## config.mk

```make
export PLATFORM = sky130hd
export DESIGN_NAME = rotate_cmd_sequencer
export DESIGN_NICKNAME = d
export VERILOG_FILES = /design/src/rtl/rot_pkg.sv /design/src/rtl/rot_step_counter.sv /design/src/rtl/rotate_cmd_sequencer.sv
export SDC_FILE = /design/constraint.sdc
export NUM_CORES = 1
export LEC_CHECK = 0
export CORE_AREA = 2 2 163 165
export DETAILED_ROUTE_END_ITERATION = 8
export DIE_AREA = 0 0 165 167
export PLACE_DENSITY = 0.79
export SYNTH_ARGS = -nofsm -noshare
export SYNTH_HDL_FRONTEND = slang
export SYNTH_HIERARCHICAL = 1
export SYNTH_SLANG_ARGS = --single-unit
```

## constraint.sdc

```tcl
create_clock -name clk -period 5.69 [get_ports clk]
set_input_delay 0.8535 -clock clk [delete_from_list [all_inputs] [get_ports clk]]
set_output_delay 0.8535 -clock clk [all_outputs]
set_load 0.01 [all_outputs]
```

## src/rtl/rot_pkg.sv

```systemverilog
// Shared types and constants for the rotation-register command sequencer.
package rot_pkg;

  // Host command opcodes
  typedef enum logic [1:0] {
    OP_LOAD  = 2'd0,
    OP_ROT_L = 2'd1,
    OP_ROT_R = 2'd2,
    OP_READ  = 2'd3
  } rot_op_e;

  // Direction codes driven to the rotation register
  localparam logic [1:0] DIR_LOAD  = 2'b00;
  localparam logic [1:0] DIR_ROT_L = 2'b01;
  localparam logic [1:0] DIR_ROT_R = 2'b10;
  localparam logic [1:0] DIR_HOLD  = 2'b11;

  // Sequencer FSM states
  typedef enum logic [1:0] {
    ST_IDLE   = 2'd0,
    ST_LOAD   = 2'd1,
    ST_ROTATE = 2'd2,
    ST_RESP   = 2'd3
  } seq_state_e;

  // Direction code for a rotate opcode
  function automatic logic [1:0] rot_dir(input rot_op_e op);
    return (op == OP_ROT_L) ? DIR_ROT_L : DIR_ROT_R;
  endfunction

endpackage

```

## src/rtl/rot_step_counter.sv

```systemverilog
// Rotate step counter: loads the step count, decrements while enabled,
// and flags the cycle on which the final step is being driven.
module rot_step_counter #(
  parameter int unsigned AMT_W = 8
) (
  input  logic             clk,
  input  logic             rst_n,
  input  logic             load_i,
  input  logic [AMT_W-1:0] amt_i,
  input  logic             en_i,
  output logic             last_o
);

  logic [AMT_W-1:0] cnt_q, cnt_d;
  logic             last_q;

  // Next count: load wins over decrement; never wraps below zero
  always_comb begin
    cnt_d = cnt_q;
    if (load_i) begin
      cnt_d = amt_i;
    end else if (en_i && (cnt_q != '0)) begin
      cnt_d = cnt_q - AMT_W'(1);
    end
  end

  // Count register; last flag is registered so it is valid for the whole cycle
  always_ff @(posedge clk or negedge rst_n) begin
    if (!rst_n) begin
      cnt_q  <= '0;
      last_q <= 1'b0;
    end else begin
      cnt_q  <= cnt_d;
      last_q <= (cnt_d == AMT_W'(1));
    end
  end

  assign last_o = last_q;

endmodule

```

## src/rtl/rotate_cmd_sequencer.sv

```systemverilog
// Command-level controller for the rotation register: accepts LOAD/ROTATE/READ
// commands, drives the register direction code, and returns its contents.
module rotate_cmd_sequencer
  import rot_pkg::*;
#(
  parameter int unsigned WIDTH = 100,
  parameter int unsigned AMT_W = $clog2(WIDTH) + 1
) (
  input  logic             clk,
  input  logic             rst_n,
  input  logic             cmd_valid,
  output logic             cmd_ready,
  input  logic [1:0]       cmd_op,
  input  logic [AMT_W-1:0] cmd_amt,
  input  logic [WIDTH-1:0] cmd_data,
  output logic             rsp_valid,
  input  logic             rsp_ready,
  output logic             rsp_err,
  output logic [WIDTH-1:0] rsp_data,
  output logic [1:0]       reg_dir,
  output logic [WIDTH-1:0] reg_din,
  input  logic [WIDTH-1:0] reg_dout,
  output logic             busy
);

  seq_state_e       state_q, state_d;
  rot_op_e          op_q, op_d;
  logic [WIDTH-1:0] din_q, din_d;
  logic             cmd_ready_q, cmd_ready_d;
  logic             busy_q, busy_d;
  logic [1:0]       dir_q, dir_d;
  logic             rsp_valid_q, rsp_valid_d;
  logic             rsp_err_q, rsp_err_d;
  logic [WIDTH-1:0] rsp_data_q, rsp_data_d;
  logic             cnt_load, cnt_en, cnt_last;

  // Register contents after one more step in the given direction
  function automatic logic [WIDTH-1:0] step_once(input logic [WIDTH-1:0] v, input rot_op_e op);
    if (op == OP_ROT_L) begin
      return {v[WIDTH-2:0], v[WIDTH-1]};
    end
    return {v[0], v[WIDTH-1:1]};
  endfunction

  rot_step_counter #(
    .AMT_W (AMT_W)
  ) u_step_counter (
    .clk    (clk),
    .rst_n  (rst_n),
    .load_i (cnt_load),
    .amt_i  (cmd_amt),
    .en_i   (cnt_en),
    .last_o (cnt_last)
  );

  // Next-state and registered-output logic. rsp_data is captured on the edge
  // that enters RESP as the value the register holds after that same edge.
  always_comb begin
    state_d     = state_q;
    op_d        = op_q;
    din_d       = din_q;
    rsp_valid_d = rsp_valid_q;
    rsp_err_d   = rsp_err_q;
    rsp_data_d  = rsp_data_q;
    cnt_load    = 1'b0;
    cnt_en      = 1'b0;

    unique case (state_q)
      ST_IDLE: begin
        if (cmd_valid && cmd_ready_q) begin
          op_d  = rot_op_e'(cmd_op);
          din_d = cmd_data;
          unique case (rot_op_e'(cmd_op))
            OP_LOAD: state_d = ST_LOAD;
            OP_ROT_L, OP_ROT_R: begin
              if (cmd_amt >= AMT_W'(WIDTH)) begin
                state_d     = ST_RESP;
                rsp_valid_d = 1'b1;
                rsp_err_d   = 1'b1;
                rsp_data_d  = reg_dout;
              end else if (cmd_amt == '0) begin
                state_d     = ST_RESP;
                rsp_valid_d = 1'b1;
                rsp_err_d   = 1'b0;
                rsp_data_d  = reg_dout;
              end else begin
                state_d  = ST_ROTATE;
                cnt_load = 1'b1;
              end
            end
            default: begin
              state_d     = ST_RESP;
              rsp_valid_d = 1'b1;
              rsp_err_d   = 1'b0;
              rsp_data_d  = reg_dout;
            end
          endcase
        end
      end
      ST_LOAD: begin
        state_d     = ST_RESP;
        rsp_valid_d = 1'b1;
        rsp_err_d   = 1'b0;
        rsp_data_d  = din_q;
      end
      ST_ROTATE: begin
        cnt_en = 1'b1;
        if (cnt_last) begin
          state_d     = ST_RESP;
          rsp_valid_d = 1'b1;
          rsp_err_d   = 1'b0;
          rsp_data_d  = step_once(reg_dout, op_q);
        end
      end
      ST_RESP: begin
        if (rsp_ready) begin
          state_d     = ST_IDLE;
          rsp_valid_d = 1'b0;
        end
      end
      default: state_d = ST_IDLE;
    endcase

    cmd_ready_d = (state_d == ST_IDLE);
    busy_d      = (state_d != ST_IDLE);
    unique case (state_d)
      ST_LOAD:   dir_d = DIR_LOAD;
      ST_ROTATE: dir_d = rot_dir(op_d);
      default:   dir_d = DIR_HOLD;
    endcase
  end

  // State, capture and output registers
  always_ff @(posedge clk or negedge rst_n) begin
    if (!rst_n) begin
      state_q     <= ST_IDLE;
      op_q        <= OP_LOAD;
      din_q       <= '0;
      cmd_ready_q <= 1'b1;
      busy_q      <= 1'b0;
      dir_q       <= DIR_HOLD;
      rsp_valid_q <= 1'b0;
      rsp_err_q   <= 1'b0;
      rsp_data_q  <= '0;
    end else begin
      state_q     <= state_d;
      op_q        <= op_d;
      din_q       <= din_d;
      cmd_ready_q <= cmd_ready_d;
      busy_q      <= busy_d;
      dir_q       <= dir_d;
      rsp_valid_q <= rsp_valid_d;
      rsp_err_q   <= rsp_err_d;
      rsp_data_q  <= rsp_data_d;
    end
  end

  assign cmd_ready = cmd_ready_q;
  assign busy      = busy_q;
  assign reg_dir   = dir_q;
  assign reg_din   = din_q;
  assign rsp_valid = rsp_valid_q;
  assign rsp_err   = rsp_err_q;
  assign rsp_data  = rsp_data_q;

endmodule

```

Word level (Yosys, flattened, before mapping)
Index checks and enable logic that the tools add are counted.
Widths: inputs -> output; s select.

storage, ports and cells
  bits in registers = 219
  input bits = 214
  output and inout port bits = 206
  logic and storage cells = 84

operators by class
  add/sub/neg operators = 1
  $lt $le $gt $ge = 1
  equality and inequality tests = 15
  mux-type cells = 43
  reductions and logical operators = 13

operators by type and width
  cell                 count
  $mux 100             6
  $pmux 100 s3         1
  $pmux 100 s2         1
  $mux 1               20
  $mux 8               2
  $mux 2               6
  $eq 2x1->1 const B   5
  $reduce_and 5->1     2
  $eq 2x2->1 const B   4
  $eq 8x1->1 const B   1
  $ge 8x7->1 const B   1
  $logic_not 8->1      1
  $pmux 2 s2           2
  $pmux 2 s4           1
  $reduce_bool 8->1    1
  $sub 8x1->8 const B  1
  $logic_not 2->1      3
  $ne 2x2->1 const B   3
  $ne 4x4->1 const B   1
  $pmux 1 s2           2
  $pmux 1 s4           1
  $pmux 1 s3           1
  $reduce_bool 3->1    1
  $logic_and 1x1->1    2
  4 further kinds      4

Depth between registers and ports, before layout
  depth in word-level cells = 8
  gate-level depth with buffers = 12
  depth with buffers taken out = 9

Cells and area by module
The synthesis kept the hierarchy.

by module, submodules not included
  module                times used  cells each  area an instance (sq um)
  rotate_cmd_sequencer  1           1080        11318.4
  rot_step_counter      1           71          651.9

Worst setup path after synthesis
Ideal clock, no wire load.

  kind = input -> register
  from = in cmd_amt[7]
  to = reg u_step_counter.last_q, in the netlist u_step_counter/last_o
  arrival = 2.983 ns
  slack = 2.612 ns
  cell stages on the path = 10
  path buffers = 1
  cell sequence = nor4_1 -> mux2_4 -> nand2_1 -> nor2_1 -> buf_2 -> inv_1 -> or4_1 -> o21ai_0 -> nand4b_1 -> nor4_2

on the way
  cells in the longest elaborated chain, start to end = 8
  elaborated cells between the ends (all ways) = 9

ends and longest elaborated chain
  item                                                                RTL line                    source
  start: declaration                                                  rotate_cmd_sequencer.sv:14  input logic [AMT_W-1:0] cmd_amt,
  parallel branches: the longest is 2 deep, another holds $ge 8x7->1  -
  $mux 1 *                                                            rotate_cmd_sequencer.sv:76  if (cmd_amt >= AMT_W'(WIDTH)) begin
  $mux 1 *                                                            rotate_cmd_sequencer.sv:73  unique case (rot_op_e'(cmd_op))
  $mux 1 *                                                            rotate_cmd_sequencer.sv:70  if (cmd_valid && cmd_ready_q) begin
  $mux 1 *                                                            rotate_cmd_sequencer.sv:68  unique case (state_q)
  via cnt_load                                                        rotate_cmd_sequencer.sv:35  logic cnt_load, cnt_en, cnt_last;
  $mux 8 *                                                            rot_step_counter.sv:20      if (load_i) begin
  $eq 8x1->1 *                                                        rot_step_counter.sv:34      last_q <= (cnt_d == AMT_W'(1));
  end signal: assignment                                              rot_step_counter.sv:34
  end: declaration                                                    rot_step_counter.sv:15      logic last_q;

Mark *: on every way through the listed nets, which the timed path passes.
A chain may end at the register's enable or synchronous reset.

Final worst setup path
  from = in cmd_amt[7]
  to = reg rsp_data_q[84], in the netlist rsp_data[84]

on the way
  cells in the longest elaborated chain, start to end = 5
  elaborated cells between the ends (all ways) = 8

ends and longest elaborated chain
  item                    RTL line                     source
  $ge 8x7->1              rotate_cmd_sequencer.sv:76
  $mux 100                rotate_cmd_sequencer.sv:76
  $pmux 100 s2            rotate_cmd_sequencer.sv:73
  $mux 100                rotate_cmd_sequencer.sv:70
  $pmux 100 s3            rotate_cmd_sequencer.sv:68
  end signal: assignment  rotate_cmd_sequencer.sv:154  rsp_data_q <= rsp_data_d;
  end: declaration        rotate_cmd_sequencer.sv:34   logic [WIDTH-1:0] rsp_data_q, rsp_data_d;

Several ways; a longest one is shown, not always the timed one. The select of a mux whose other input is x is not followed.

==> impl_metrics.py <==
metrics = {
    "global_routing": {
        "grt_util_all_layers_pct": 28.68,
        "grt_antenna_before_repair": 0,
        "grt_max_degree": 126,
        "grt_first_pass_wirelength_mm": 62.95,
        "globalRouteOverflowTotal": 0,
        "first_global_vias": 11050,
    },
    "drt": {
        "wl_met3_mm": 3.276,
        "detail_route.wl_per_cell_um": 22.00,
        "wl_met2_mm": 20.08,
        "remaining_drc_errors": 0,
        "drt-pass1-iter-count": 5,
        "dr.max_layer_used": "met4",
        "drt-met1-wl_mm": 15.81,
        "drtAntennaViolNets": 0,
        "via_count": 11130,
        "routed_wl_mm": 40.77,
        "viasPerCell": 6.007,
        "drt_iter0_drc": 1157,
    },
    "power_and_ir_drop": {
        "intPower_mw": 6.535,
        "swShare_pct": 40.81,
        "leakage_nw": 6.606,
        "sequentialPowerShare_pct": 27.0,
        "comb_power_share_pct": 57.7,
        "power_density_nw_per_um2": 644.1,
        "switchingPower_mw": 4.506,
        "p_clk_share_pct": 15.3,
        "vdd_ir_drop_max_mv": 0.5244,
    },
    "place": {
        "hpwlAfterDp_mm": 28.02,
        "gp_congestion": 0.8817,
        "dp_cells": 1808,
        "port_buffers": 419,
    },
    "setup_path": {
        "critPathBufInv": 2,
        "worst_setup_path_end_kind": "register",
        "slowest_delay_ns": 0.73,
        "critical_path_class": "input pin to register",
        "path_cells": "clkdlybuf4s50_1, nor4_1, mux2_4, nand3_4, buf_4, a32o_1",
        "cp_slowest_cell": "nand3_4",
        "cp-start-kind": "input pin",
        "crit_family": "simple AND/OR/NAND/NOR gates",
        "required_ns": 6.10,
        "cp.arrival_ns": 3.97,
        "crit_fanout": 75,
    },
    "sta": {
        "rsz0062_at_grt": "no",
        "fmax_mhz": 281.0,
        "tightestPinTransition_ns": 1.207,
        "finClkSkew_ns": 0.006894,
        "setup_viol": 0,
        "hold_violations": 0,
        "tns_ns": 0,
        "drv_slew": 0,
        "max_slew_margin_pct": 19.55,
        "final.period_utilization_pct": 62.54,
        "period_needed_ns": 3.559,
    },
    "finish": {
        "area_growth_pct": 43.20,
        "drive_above_1_share_pct": 11.33,
        "fin_nets": 1725,
        "instances_no_fill": 1853,
        "antenna_cells": 0,
        "finish.utilization_pct": 66.53,
    },
    "die": {
        "die_area_um2": 27560,
        "fp-row-count": 59,
        "die_w_um": 165,
        "fp.dieH_um": 167,
        "start_util_pct": 46.46,
        "core-area_um2": 25760,
        "io_pins": 420,
    },
    "clocking": {
        "postCtsSetupRepairBufs": 0,
        "clk_pin_slew_worst_paths_ns": 0.06,
        "ctsHoldBuffers": 0,
        "worstSkewPairLatency_ns": 0.53,
        "cts.repair.resized": 0,
        "cts_made_buffers": 26,
        "cts_tree": "yes",
        "cts_buffer_depth": 3,
        "htree_num_levels": 1,
        "cts_root_buffer": "clkbuf_16",
        "clock_sinks": 219,
    },
    "status": {
        "status": "completed",
    },
    "synthesis": {
        "ys_ff_latch": 219,
        "ys_warn_count": 6,
        "synth_area_um2": 11970,
        "synth_nets": 1375,
        "netlist.area_leader.share_pct": 45.16,
        "synth_most_common_cell": "dfrtp_1",
        "seq_area_frac_synth_pct": 45.81,
        "synth_common_cells": "dfrtp_1, nand2_1, nor2_1",
        "synthTopCellsByArea": "dfrtp_1, mux2_2, mux2i_1, a32o_1, o211ai_1",
        "synth_cell_type_count": 53,
        "synth_edf_count": 0,
        "async_reset_ff_share_pct": 100.0,
        "synth_area_per_cell_um2": 10.40,
        "ys.flop_type": "dfrtp_1",
        "synthCells": 1151,
        "synth_top_cell_by_area": "dfrtp_1",
    },
    "min_path": {
        "hp-class": "input pin to asynchronous set/reset pin",
    },
    "job": {
        "max_cap_violations": 0,
    },
}
==> stage by stage <==
| step | power, mW | instance area, um2 | hold WS (ns) | setup slack, ns |
|---|---|---|---|---|
| after CTS | 11.08 | 17140 | 0.4632 | 2.231 |
| after detailed placement | 9.339 | 16280 | 0.4803 | 1.691 |
| after global placement | 9.189 | 16280 | 0.4728 | 1.771 |
| after floorplan | 6.733 | 11970 | 0.4422 | 2.612 |
| after global routing | 11.68 | 17140 | 0.4972 | 1.984 |
| final | 11.04 | 17140 | 0.4136 | 2.131 |
==> sequential cells by signal (all words and copies together) (netlist names) <==
| name | count |
|---|---|
| rsp_data | 100 |
| busy | 1 |
| u_step_counter/last_o | 1 |
| state_q | 2 |
| rsp_valid | 1 |
| rsp_err | 1 |
| reg_dir | 2 |
| reg_din | 100 |
| op_q | 2 |
| cmd_ready | 1 |
| u_step_counter/cnt_q | 8 |
==> power groups by stage <==
stage               clock [mW]  sequential, mW  combinational, mW
global route              1.78            3.07               6.83
global placement             0            2.97               6.22
detailed placement           0            2.99               6.35
finish                    1.69            2.98               6.38
CTS                       1.72            2.97               6.38
floorplan                    0            3.18               3.56
==> routing by layer <==
layer	up-vias	global-route usage [%]
met1	5496	37.18
met4	0	10.78
met2	518	47.43
li1	5021	-
met5	-	0
met3	96	5.479
==> layout make-up <==
cell class / instances / area (um2)
sequential: 219 / 5484
timing repair buffer: 433 / 4317
inverter: 11 / 42.54
fill: 2040 / 8622
clock buffer: 41 / 788.3
clock inverter: 4 / 70.07
multi-input combinational: 810 / 6021
tap: 335 / 419.2
==> kinds of logic (layout without fill, tap and decap cells) <==
family	count (synthesis)	in the layout	share of synthesized area, %
xor gates and xnor gates	2	2	0.1464
muxes	208	208	18.50
buffers and inverters	122	489	4.474
adders and majority gates	10	10	1.045
and+or+nand+nor	355	355	13.32
AOI/OAI and AO/OA	235	235	16.70
DFF	219	219	45.81
==> placed cells by master (no fill, tap or decap), types with 8 or more instances in the layout <==
master	count
mux2_2	100
nand2_1	110
nor2_1	109
clkdlybuf4s50_1	418
nor3_1	103
clkbuf_1	8
dfrtp_1	216
buf_4	13
ha_1	8
o211ai_1	105
mux2i_1	105
inv_1	10
o21ai_0	8
a32o_1	101
clkbuf_16	27
==> path summary, 6_finish.rpt <==
kind / from / endpoint / slack [ns] / cells after the start
min in group clk: rsp_data[67] / rsp_data[67] / 0.49 / 1
max: cmd_amt[7] / rsp_data[84] / 2.13 / 6
min: rst_n / reg_din[85] / 0.41 / 1
min reg2reg: rsp_data[67] / rsp_data[67] / 0.49 / 1
max reg2reg: state_q[0] / rsp_data[84] / 2.22 / 6
max in group asynchronous: rst_n / reg_din[36] / 4.02 / 2
Power figures use the tool's default switching activity.
